===== src/rtl/nandn_pkg.sv =====
// Shared mode encodings and the per-lane reduction used at the nandn_pipe entry.
package nandn_pkg;

  typedef enum logic [1:0] {
    MODE_NAND = 2'b00,
    MODE_AND  = 2'b01,
    MODE_NOR  = 2'b10,
    MODE_OR   = 2'b11
  } mode_e;

  // Widest lane lane_reduce can evaluate; narrower lanes are zero-padded by the caller.
  localparam int MAX_NIN = 64;

  function automatic logic lane_reduce(input logic [MAX_NIN-1:0] bits,
                                       input int                 n,
                                       input logic [1:0]         mode);
    logic all_ones;
    logic any_one;
    logic result;
    all_ones = 1'b1;
    any_one  = 1'b0;
    for (int i = 0; i < MAX_NIN; i++) begin
      if (i < n) begin
        all_ones = all_ones & bits[i];
        any_one  = any_one | bits[i];
      end
    end
    result = 1'b0;
    case (mode_e'(mode))
      MODE_NAND: result = ~all_ones;
      MODE_AND:  result = all_ones;
      MODE_NOR:  result = ~any_one;
      MODE_OR:   result = any_one;
      default:   result = 1'b0;
    endcase
    return result;
  endfunction

endpackage


===== src/rtl/nandn_stage.sv =====
// One valid/data pipeline register; ready is open when empty or when downstream takes.
module nandn_stage #(
  parameter int W = 1
) (
  input  logic         CK,
  input  logic         CD,
  input  logic         up_valid,
  input  logic [W-1:0] up_data,
  input  logic         down_ready,
  output logic         valid,
  output logic [W-1:0] data,
  output logic         ready,
  output logic         valid_next
);

  logic         valid_reg;
  logic [W-1:0] data_reg;

  assign ready      = ~valid_reg | down_ready;
  assign valid_next = ready ? up_valid : valid_reg;

  // Data only moves with a valid item so the output keeps the last real result.
  always_ff @(posedge CK or posedge CD) begin
    if (CD) begin
      valid_reg <= 1'b0;
      data_reg  <= '0;
    end else if (ready) begin
      valid_reg <= up_valid;
      if (up_valid) begin
        data_reg <= up_data;
      end
    end
  end

  assign valid = valid_reg;
  assign data  = data_reg;

endmodule


===== src/rtl/nandn_pipe.sv =====
// Selectable N-input NAND/AND/NOR/OR on LANES lanes, followed by a STAGES-deep
// valid/ready pipeline with bubble collapsing and a registered occupancy count.
module nandn_pipe #(
  parameter  int NIN    = 2,
  parameter  int LANES  = 1,
  parameter  int STAGES = 2,
  localparam int OCCW   = $clog2(STAGES + 1)
) (
  input  logic                 CK,
  input  logic                 CD,
  input  logic [LANES*NIN-1:0] A,
  input  logic [1:0]           MODE,
  input  logic                 VI,
  output logic                 RI,
  output logic [LANES-1:0]     ZN,
  output logic                 VO,
  input  logic                 RO,
  output logic [OCCW-1:0]      OCC
);

  import nandn_pkg::*;

  logic [LANES-1:0] lane_res;

  genvar gi;
  generate
    for (gi = 0; gi < LANES; gi++) begin : g_lane
      logic [MAX_NIN-1:0] padded;
      always_comb begin
        padded          = '0;
        padded[NIN-1:0] = A[gi*NIN +: NIN];
      end
      assign lane_res[gi] = lane_reduce(padded, NIN, MODE);
    end
  endgenerate

  // Index 0 of each chain is the pipe entry; index STAGES is the pipe exit.
  logic             valid_chain [0:STAGES];
  logic [LANES-1:0] data_chain  [0:STAGES];
  logic             ready_chain [0:STAGES];
  logic             valid_next  [0:STAGES-1];

  assign valid_chain[0]      = VI;
  assign data_chain[0]       = lane_res;
  assign ready_chain[STAGES] = RO;

  generate
    for (gi = 0; gi < STAGES; gi++) begin : g_stage
      nandn_stage #(.W(LANES)) u_stage (
        .CK         (CK),
        .CD         (CD),
        .up_valid   (valid_chain[gi]),
        .up_data    (data_chain[gi]),
        .down_ready (ready_chain[gi+1]),
        .valid      (valid_chain[gi+1]),
        .data       (data_chain[gi+1]),
        .ready      (ready_chain[gi]),
        .valid_next (valid_next[gi])
      );
    end
  endgenerate

  assign RI = ready_chain[0];
  assign VO = valid_chain[STAGES];
  assign ZN = data_chain[STAGES];

  // Occupancy is counted from the stages' next valid bits so it lands on the same edge.
  logic [OCCW-1:0] occ_next;
  logic [OCCW-1:0] occ_reg;

  always_comb begin
    occ_next = '0;
    for (int k = 0; k < STAGES; k++) begin
      occ_next = occ_next + OCCW'(valid_next[k]);
    end
  end

  always_ff @(posedge CK or posedge CD) begin
    if (CD) begin
      occ_reg <= '0;
    end else begin
      occ_reg <= occ_next;
    end
  end

  assign OCC = occ_reg;

endmodule

===== config.mk =====
export PLATFORM = sky130hd
export DESIGN_NAME = nandn_pipe
export DESIGN_NICKNAME = d
export VERILOG_FILES = /design/src/rtl/nandn_pkg.sv /design/src/rtl/nandn_stage.sv /design/src/rtl/nandn_pipe.sv
export SDC_FILE = /design/constraint.sdc
export NUM_CORES = 1
export LEC_CHECK = 0
export CORE_AREA = 4 4 41 43
export CTS_BUF_LIST = sky130_fd_sc_hd__clkbuf_16
export DETAILED_ROUTE_END_ITERATION = 6
export DIE_AREA = 0 0 45 47
export HOLD_SLACK_MARGIN = 0.1
export SETUP_SLACK_MARGIN = 0.5
export SLEW_MARGIN = 0
export SYNTH_ARGS = -nofsm -noshare
export SYNTH_HDL_FRONTEND = slang
export SYNTH_HIERARCHICAL = 1
export SYNTH_SLANG_ARGS = --single-unit

===== constraint.sdc =====
create_clock -name CK -period 1.3 [get_ports CK]
set_input_delay 0.39 -clock CK [delete_from_list [all_inputs] [get_ports CK]]
set_output_delay 0.39 -clock CK [all_outputs]
set_load 0.05 [all_outputs]

-- Word level (Yosys, flattened, before mapping)
Cells that the tools add are included.
- bits in registers: 6
- input port bits: 8
- output and inout bits: 5
- word-level logic and storage cells: 23
- add/sub/neg operators: 1
- eq/ne operators: 3
- multiplexer cells: 3
- bitwise operators: 8
- reduce and logical (&&, ||, !) cells: 3
- operators with widths (kind ; number):
    == test 2 bit, second input constant ; 2
    NOT 1 bit ; 4
    one-hot mux 1 bit (4 select lines) ; 1
    AND reduction 2 bit ; 2
    bitwise OR 1 bit ; 3
    adder 1 x 1 -> 2 bit ; 1
    == test 2 x 1 -> 1 bit, second input constant ; 1
    logical NOT 2 bit ; 1
    two-way mux 1 bit ; 2
    bitwise AND 1 bit ; 1

-- Depth between registers and ports, before layout
Gate-level depths: netlist of run 1.
- depth in word-level cells: 5
- gate-level depth with buffers: 4
- gate-level depth less buffers: 4

-- Hierarchy
The synthesis of run 1 kept the hierarchy.
- modules (own cells, without submodules) (module ; times used ; cells an instance ; area each (sq um) ; seq. area each (sq um)):
    nandn_stage ; 2 ; 7 ; 96.3 ; 50.0
    nandn_pipe ; 1 ; 6 ; 86.3 ; 50.0

-- Worst setup path before layout of run 1
Ideal clock, no wire load.
- kind: register -> register
- from: register g_stage[1].u_stage.valid_reg
- to: register occ_reg[0], in the netlist OCC[0]
- library setup time: 0.126 ns
- data arrival time: 1.468 ns
- data required time: 1.174 ns
- setup slack: -0.294 ns
- cell stages (with the launch flop): 5
- buffers on the path: 0
- period minus slack after synthesis: 1.594 ns
- cell sequence: dfrtp_1 -> nand2b_4 -> nand2b_4 -> or2b_1 -> ha_1
- RTL lines (element ; line ; RTL):
    from (decl) ; nandn_stage.sv:16 ; logic valid_reg;
    from (signal assigned) ; nandn_stage.sv:28 ; valid_reg <= up_valid;
    to (signal assigned) ; nandn_pipe.sv:82 ; occ_reg <= occ_next;
    to (decl) ; nandn_pipe.sv:69 ; logic [OCCW-1:0] occ_reg;

==> impl_metrics.csv, run 1 <==
group,metric,value,unit
clocking,cts_buffers,3,
clocking,cts.clk_slew.worst_paths,30,ps
global_route,gr-usage-met2,13.56,%
synthesis,syn-num-nets,29,
global_route,grt_max_degree,5,
sta,relSlewSlack,88.38,%
sta,fin_worst_skew,1.088,ps
clocking,cts.sinks,6,
sta,holdWs,389.3,ps
placed_design,hpwl,433.7,um
detailed_routing,drc,0,
critical_path,cp_top_family,"flip-flops",
final_layout,final_cell_mix,"buf_4 (5), buf_12 (5), inv_1 (4)",
final_layout,fillCellCount,125,
detailed_routing,ant_nets,0,
sta,min_period_over_period,106.8,%
sta,drv_slew,0,
detailed_routing,drtIter0Drc,0,
floorplanning,core,1301,um2
synthesis,synthCells,20,
global_route,grt_antenna_before_repair,0,
critical_path,cpPeakStageDelay,420,ps
pwr,p_leak,0.2964,nW
detailed_routing,wl_per_cell,10.65,um
sta,fin_crit,1388,ps
synthesis,synth-seq-cells,6,
floorplanning,ios,13,
floorplanning,dieArea,2115,um2
clocking,htreeDepth,1,
critical_path,reg2reg_setup_slack,-50,ps
sta,setup_viol_count_final,4,
global_route,gr-total-overflow,0,
critical_path,reg2reg_depth,5,
synthesis,yosysSeqAreaShare,53.81,%
min_path,min-delay-path-class,"primary input to asynchronous set/reset pin",
critical_path,cp_slowest_cell,"dfrtp_2",
run_status,violations,"setup timing",
critical_path,crit_fanout,3,
sta,rsz0062_at_grt,"yes",
global_route,met3_usage,3.831,%
placed_design,dpl_cell_area,489.2,um2
pwr,p_per_area,1731,nW/um2
critical_path,rr_endpoint,"OCC[0]",
placed_design,pre_cts_ws,-445.3,ps
global_route,busiest_layer,"met2",
critical_path,crit_top_cell,"nand2b_4",
global_route,grt_pass1_wl,972,um
critical_path,required,910,ps
sta,fmax,720.5,MHz
floorplanning,start_util,21.44,%
final_layout,drive_gt1_share,59.52,%
floorplanning,dieHeight,47,um
detailed_routing,vias,222,
synthesis,synth_top_area_share,53.81,%
final_layout,layout-area-overhead-vs-synth,117.9,%
placed_design,port_buffers,12,
synthesis,yosysUniqueCellTypes,9,
critical_path,worst_ep_arrival_time,1000,ps
clocking,cts_tree,"built",
critical_path,start_kind,"flip-flop",
final_layout,n_antenna_cell,0,
global_route,grt_usage,7.313,%
sta,setup_slack,-87.84,ps
synthesis,synthTopCellsByArea,"dfrtp_1 (54%), mux2_4 (11%), nand2b_4 (9.9%)",
placed_design,gp_congestion,0.6110,
critical_path,critPathKind,"flip-flop to output port",
final_layout,fin_nets,52,
pwr,vdd_drop_max,581.7,uV
final_layout,post-route-cell-area,608.1,um2
global_route,grt_pass1_vias,239,
synthesis,syn_area_per_cell,13.95,um2
clocking,root_buffer,"clkbuf_16",
global_route,grt_util_met1,5.093,%
sta,tightest_slew,174.2,ps
critical_path,end_kind,"output port",
floorplanning,num_rows,13,
run_status,status,"finished, violations left",
critical_path,path_buf_inv,1,
detailed_routing,routed_wirelength,607,um
critical_path,cp_cell_sequence,"nand2b_4 > nand2b_4 > buf_12",
run,maxCapViolCount,0,
clocking,postCtsHoldBufs,0,
detailed_routing,firstDrtPassIters,1,
synthesis,synth_area,279.0,um2
sta,fin_tns_setup,-190.2,ps
floorplanning,die_w,45,um
clocking,cts_buffer_depth,2,
clocking,clkLatencyLatePin,230,ps
detailed_routing,vias_per_cell,3.895,
synthesis,yosysTopAreaCell,"dfrtp_1",
sta,hold_violations,0,
synthesis,ys_warn_count,6,
critical_path,r2r_start,"g_stage[1].u_stage/valid",
## how the worst max path moves through the flow
stage | startpoint | endpoint | slack, ps | depth (start not counted)
finish | g_stage[1].u_stage/valid | RI | -90 | 3
global route | g_stage[1].u_stage/valid | RI | -120 | 3
CTS | g_stage[1].u_stage/valid | RI | -110 | 3
detailed placement | RO | OCC[0] | -450 | 5
global placement | RO | OCC[0] | -440 | 5
floorplan | g_stage[1].u_stage/valid | OCC[0] | -170 | 4
## stage by stage
step / instances / utilization (%) / total power (W)
finish: 57 / 46.73 / 0.001053
global route: 57 / 46.73 / 0.001090
CTS: 56 / 45.87 / 0.001055
detailed placement: 49 / 37.60 / 0.0005365
global placement: 49 / 37.60 / 0.0005327
floorplan: 20 / - / 0.0003839
## cells by family (layout without fill, tap and decap cells)
kind of cell	Yosys count	after routing	share of synthesized area, %
multiplexers	2	2	10.76
buffers and inverters	3	25	4.036
flip-flops	6	6	53.81
AND/OR/NAND/NOR	6	6	19.73
XOR/XNOR	1	1	3.140
adder cells (fa/ha/maj)	2	2	8.519
## synthesized netlist by cell type, drive strengths merged
cell,count
xnor2,1
mux2,2
ha,1
nand2,2
maj3,1
inv,3
dfrtp,6
or2b,2
nand2b,2
## cell type report
type | count | area (um2) | share of cell area, %
clock inverters | 1 | 3.754 | 0.6173
flip-flops and latches | 6 | 153.9 | 25.31
multi-input cells | 11 | 130.1 | 21.40
clock buffers | 3 | 75.07 | 12.35
inverters | 3 | 11.26 | 1.852
well taps | 15 | 18.77 | 3.086
repair buffers | 18 | 215.2 | 35.39
## where the power goes
part           switching, W  internal [W]
registers         0.0000288      0.000222
logic              0.000130      0.000169
clock network      0.000104      0.000399
total              0.000263      0.000790
## layer usage
metal	vias up	wire length, um
met4	0	16
met1	101	180
met5	-	0
met2	15	325
li1	104	-
met3	2	84
## what timing repair did
action / CTS / global route
hold endpoints to repair: 0 / 0
buffers inserted: 3 / 1
pin swaps: 2 / 0
cloned: 0 / 0
setup endpoints to repair: 11 / 11
resized for setup: 6 / 1
Note: power is estimated with default switching activity, not from simulation.
==> inputs of run 2 (changes only) <==
CAP_MARGIN = 30   (was not set)
==> results of run 2 <==
Same layout as run 1: the final DEF is identical, and so are final timing and power.
==> inputs of run 3 (changes only) <==
CAP_MARGIN = not set   (was 30)
CORE_AREA = 2 2 39 41   (was 4 4 41 43)
DIE_AREA = 0 0 41 43   (was 0 0 45 47)
==> run 3 against run 2 <==
Against the previous run: the run still ends with setup timing left; clock skew is 2.6 ps higher; design area is 3.7% lower; total power is 1.2% lower; critical path type unchanged; largest cell class unchanged.
==> impl_metrics.csv, run 3 (synthesis gave the netlist of run 1 again) <==
group,metric,value,unit
placed_design,port_buffers,12,
clocking,clkLatencyLatePin,230,ps
sta,min_period_over_period,106.2,%
detailed_routing,vias_per_cell,3.807,
sta,fin_crit,1380,ps
sta,relSlewSlack,88.63,%
sta,setup_slack,-80.20,ps
final_layout,drive_gt1_share,65.85,%
global_route,grt_max_degree,5,
critical_path,crit_fanout,2,
final_layout,layout-area-overhead-vs-synth,109.9,%
clocking,cts.clk_slew.worst_paths,40,ps
critical_path,path_buf_inv,1,
global_route,grt_usage,8.190,%
critical_path,cp_cell_sequence,"nand2b_4 > nand2b_4 > buf_12",
sta,fin_worst_skew,3.662,ps
global_route,grt_pass1_vias,220,
detailed_routing,wl_per_cell,10.14,um
floorplanning,dieArea,1763,um2
sta,rsz0062_at_grt,"yes",
critical_path,worst_ep_arrival_time,990,ps
run_status,status,"finished, violations left",
clocking,cts.sinks,6,
clocking,cts_tree,"built",
min_path,min-delay-path-class,"primary input to asynchronous set/reset pin",
floorplanning,dieHeight,43,um
clocking,root_buffer,"clkbuf_16",
final_layout,n_antenna_cell,0,
detailed_routing,ant_nets,0,
clocking,htreeDepth,1,
critical_path,required,910,ps
pwr,total_power,0.001040,W
detailed_routing,drc,0,
critical_path,cpPeakStageDelay,410,ps
final_layout,fin_cells,57,
sta,tightest_slew,170.5,ps
final_layout,final_cell_mix,"buf_4 (5), buf_12 (5), inv_1 (4)",
final_layout,fillCellCount,138,
floorplanning,start_util,20.16,%
critical_path,cp_slowest_cell,"dfrtp_2",
sta,setup_viol_count_final,3,
pwr,p_leak,0.2879,nW
global_route,gr-total-overflow,0,
placed_design,gp_congestion,0.5828,
placed_design,place_inst,49,
pwr,vdd_drop_max,680.6,uV
run,maxCapViolCount,0,
placed_design,hpwl,448.6,um
sta,hold_violations,0,
final_layout,multi_input_area,130.1,um2
detailed_routing,routed_wirelength,578,um
final_layout,seq_area,153.9,um2
run_status,violations,"setup timing",
critical_path,end_kind,"output port",
final_layout,fin_nets,51,
critical_path,crit_top_cell,"nand2b_4",
clocking,cts_buffer_depth,2,
detailed_routing,drtIter0Drc,0,
global_route,grt_antenna_before_repair,0,
floorplanning,core,1384,um2
global_route,grt_pass1_wl,862,um
placed_design,pre_cts_ws,-463.5,ps
detailed_routing,vias,217,
floorplanning,num_rows,14,
critical_path,cp_top_family,"flip-flops",
sta,fmax,724.5,MHz
final_layout,fin_util,42.31,%
floorplanning,ios,13,
pwr,p_per_area,1776,nW/um2
clocking,cts_buffers,3,
floorplanning,die_w,41,um
critical_path,critPathKind,"flip-flop to output port",
detailed_routing,firstDrtPassIters,1,
critical_path,start_kind,"flip-flop",
sta,drv_slew,0,
## run 3: cell count changes in the layout (fill, tap and decap cells not counted)
cell / previous run / this run
dlygate4sd2_1: 3 / 1
clkdlybuf4s50_1: 3 / 2
buf_2: 0 / 3
buf_6: 1 / 0
## run 3: path summary, 6_finish.rpt
path | slack [ps] | depth (start not counted) | to | start
min | 410 | 2 | g_stage[1].u_stage/data | CD
min reg2reg | 510 | 1 | g_stage[0].u_stage/data | g_stage[0].u_stage/data
max in group asynchronous | 770 | 2 | OCC[1] | CD
max reg2reg | -40 | 5 | OCC[0] | g_stage[1].u_stage/valid
max | -80 | 3 | RI | g_stage[1].u_stage/valid
min in group CK | 510 | 1 | g_stage[0].u_stage/data | g_stage[0].u_stage/data
## run 3: repair_timing
| action | in CTS | in global routing |
|---|---|---|
| pin swaps | 2 | 0 |
| endpoints found under the setup margin | 11 | 11 |
| setup buffers | 2 | 2 |
| hold buffers | 0 | 0 |
| endpoints found under the hold margin | 0 | 0 |
| resized for setup | 13 | 0 |
| cloned | 0 | 0 |
## run 3: per-layer routing
layer | vias to the layer above | routed length, um | share of wire (%) | GRT usage [%]
li1 | 103 | - | - | -
met1 | 101 | 201 | 35 | 7.895
met2 | 13 | 317 | 55 | 10.94
met3 | 0 | 58 | 10 | 5.236
met4 | 0 | 0 | 0 | 8.000
met5 | - | 0 | 0 | 0
## run 3: power by group
part | internal [W] | leakage (nW) | switching [W]
Combinational | 0.000161 | 0.180 | 0.000128
Sequential | 0.000222 | 0.0657 | 0.0000290
Clock | 0.000398 | 0.0423 | 0.000102
## run 3: layout make-up
cell class	count	share of cell area, %
multi-input combinational	11	22.22
inverter	3	1.923
timing repair buffer	17	32.69
tap	16	3.419
clock inverter	1	0.6410
clock buffer	3	12.82
sequential	6	26.28
## run 3: worst register-to-register path: cells and delay by family, from the launching register on
family,cells,cell delay [ps]
adders and majority gates,1,220
buffers and inverters,1,110
DFF,1,410
and+or+nand+nor,3,490
## run 3: through the flow
stage          setup TNS, ps  area, um2  hold WS, ps
3_3_place_gp           -1914      483.0        501.2
5_1_grt               -257.2      585.6        427.7
6_report              -137.4      585.6        410.4
3_5_place_dp           -2015      483.0        514.0
4_1_cts               -118.1      570.5        406.8
2_1_floorplan         -279.4      285.3        131.1
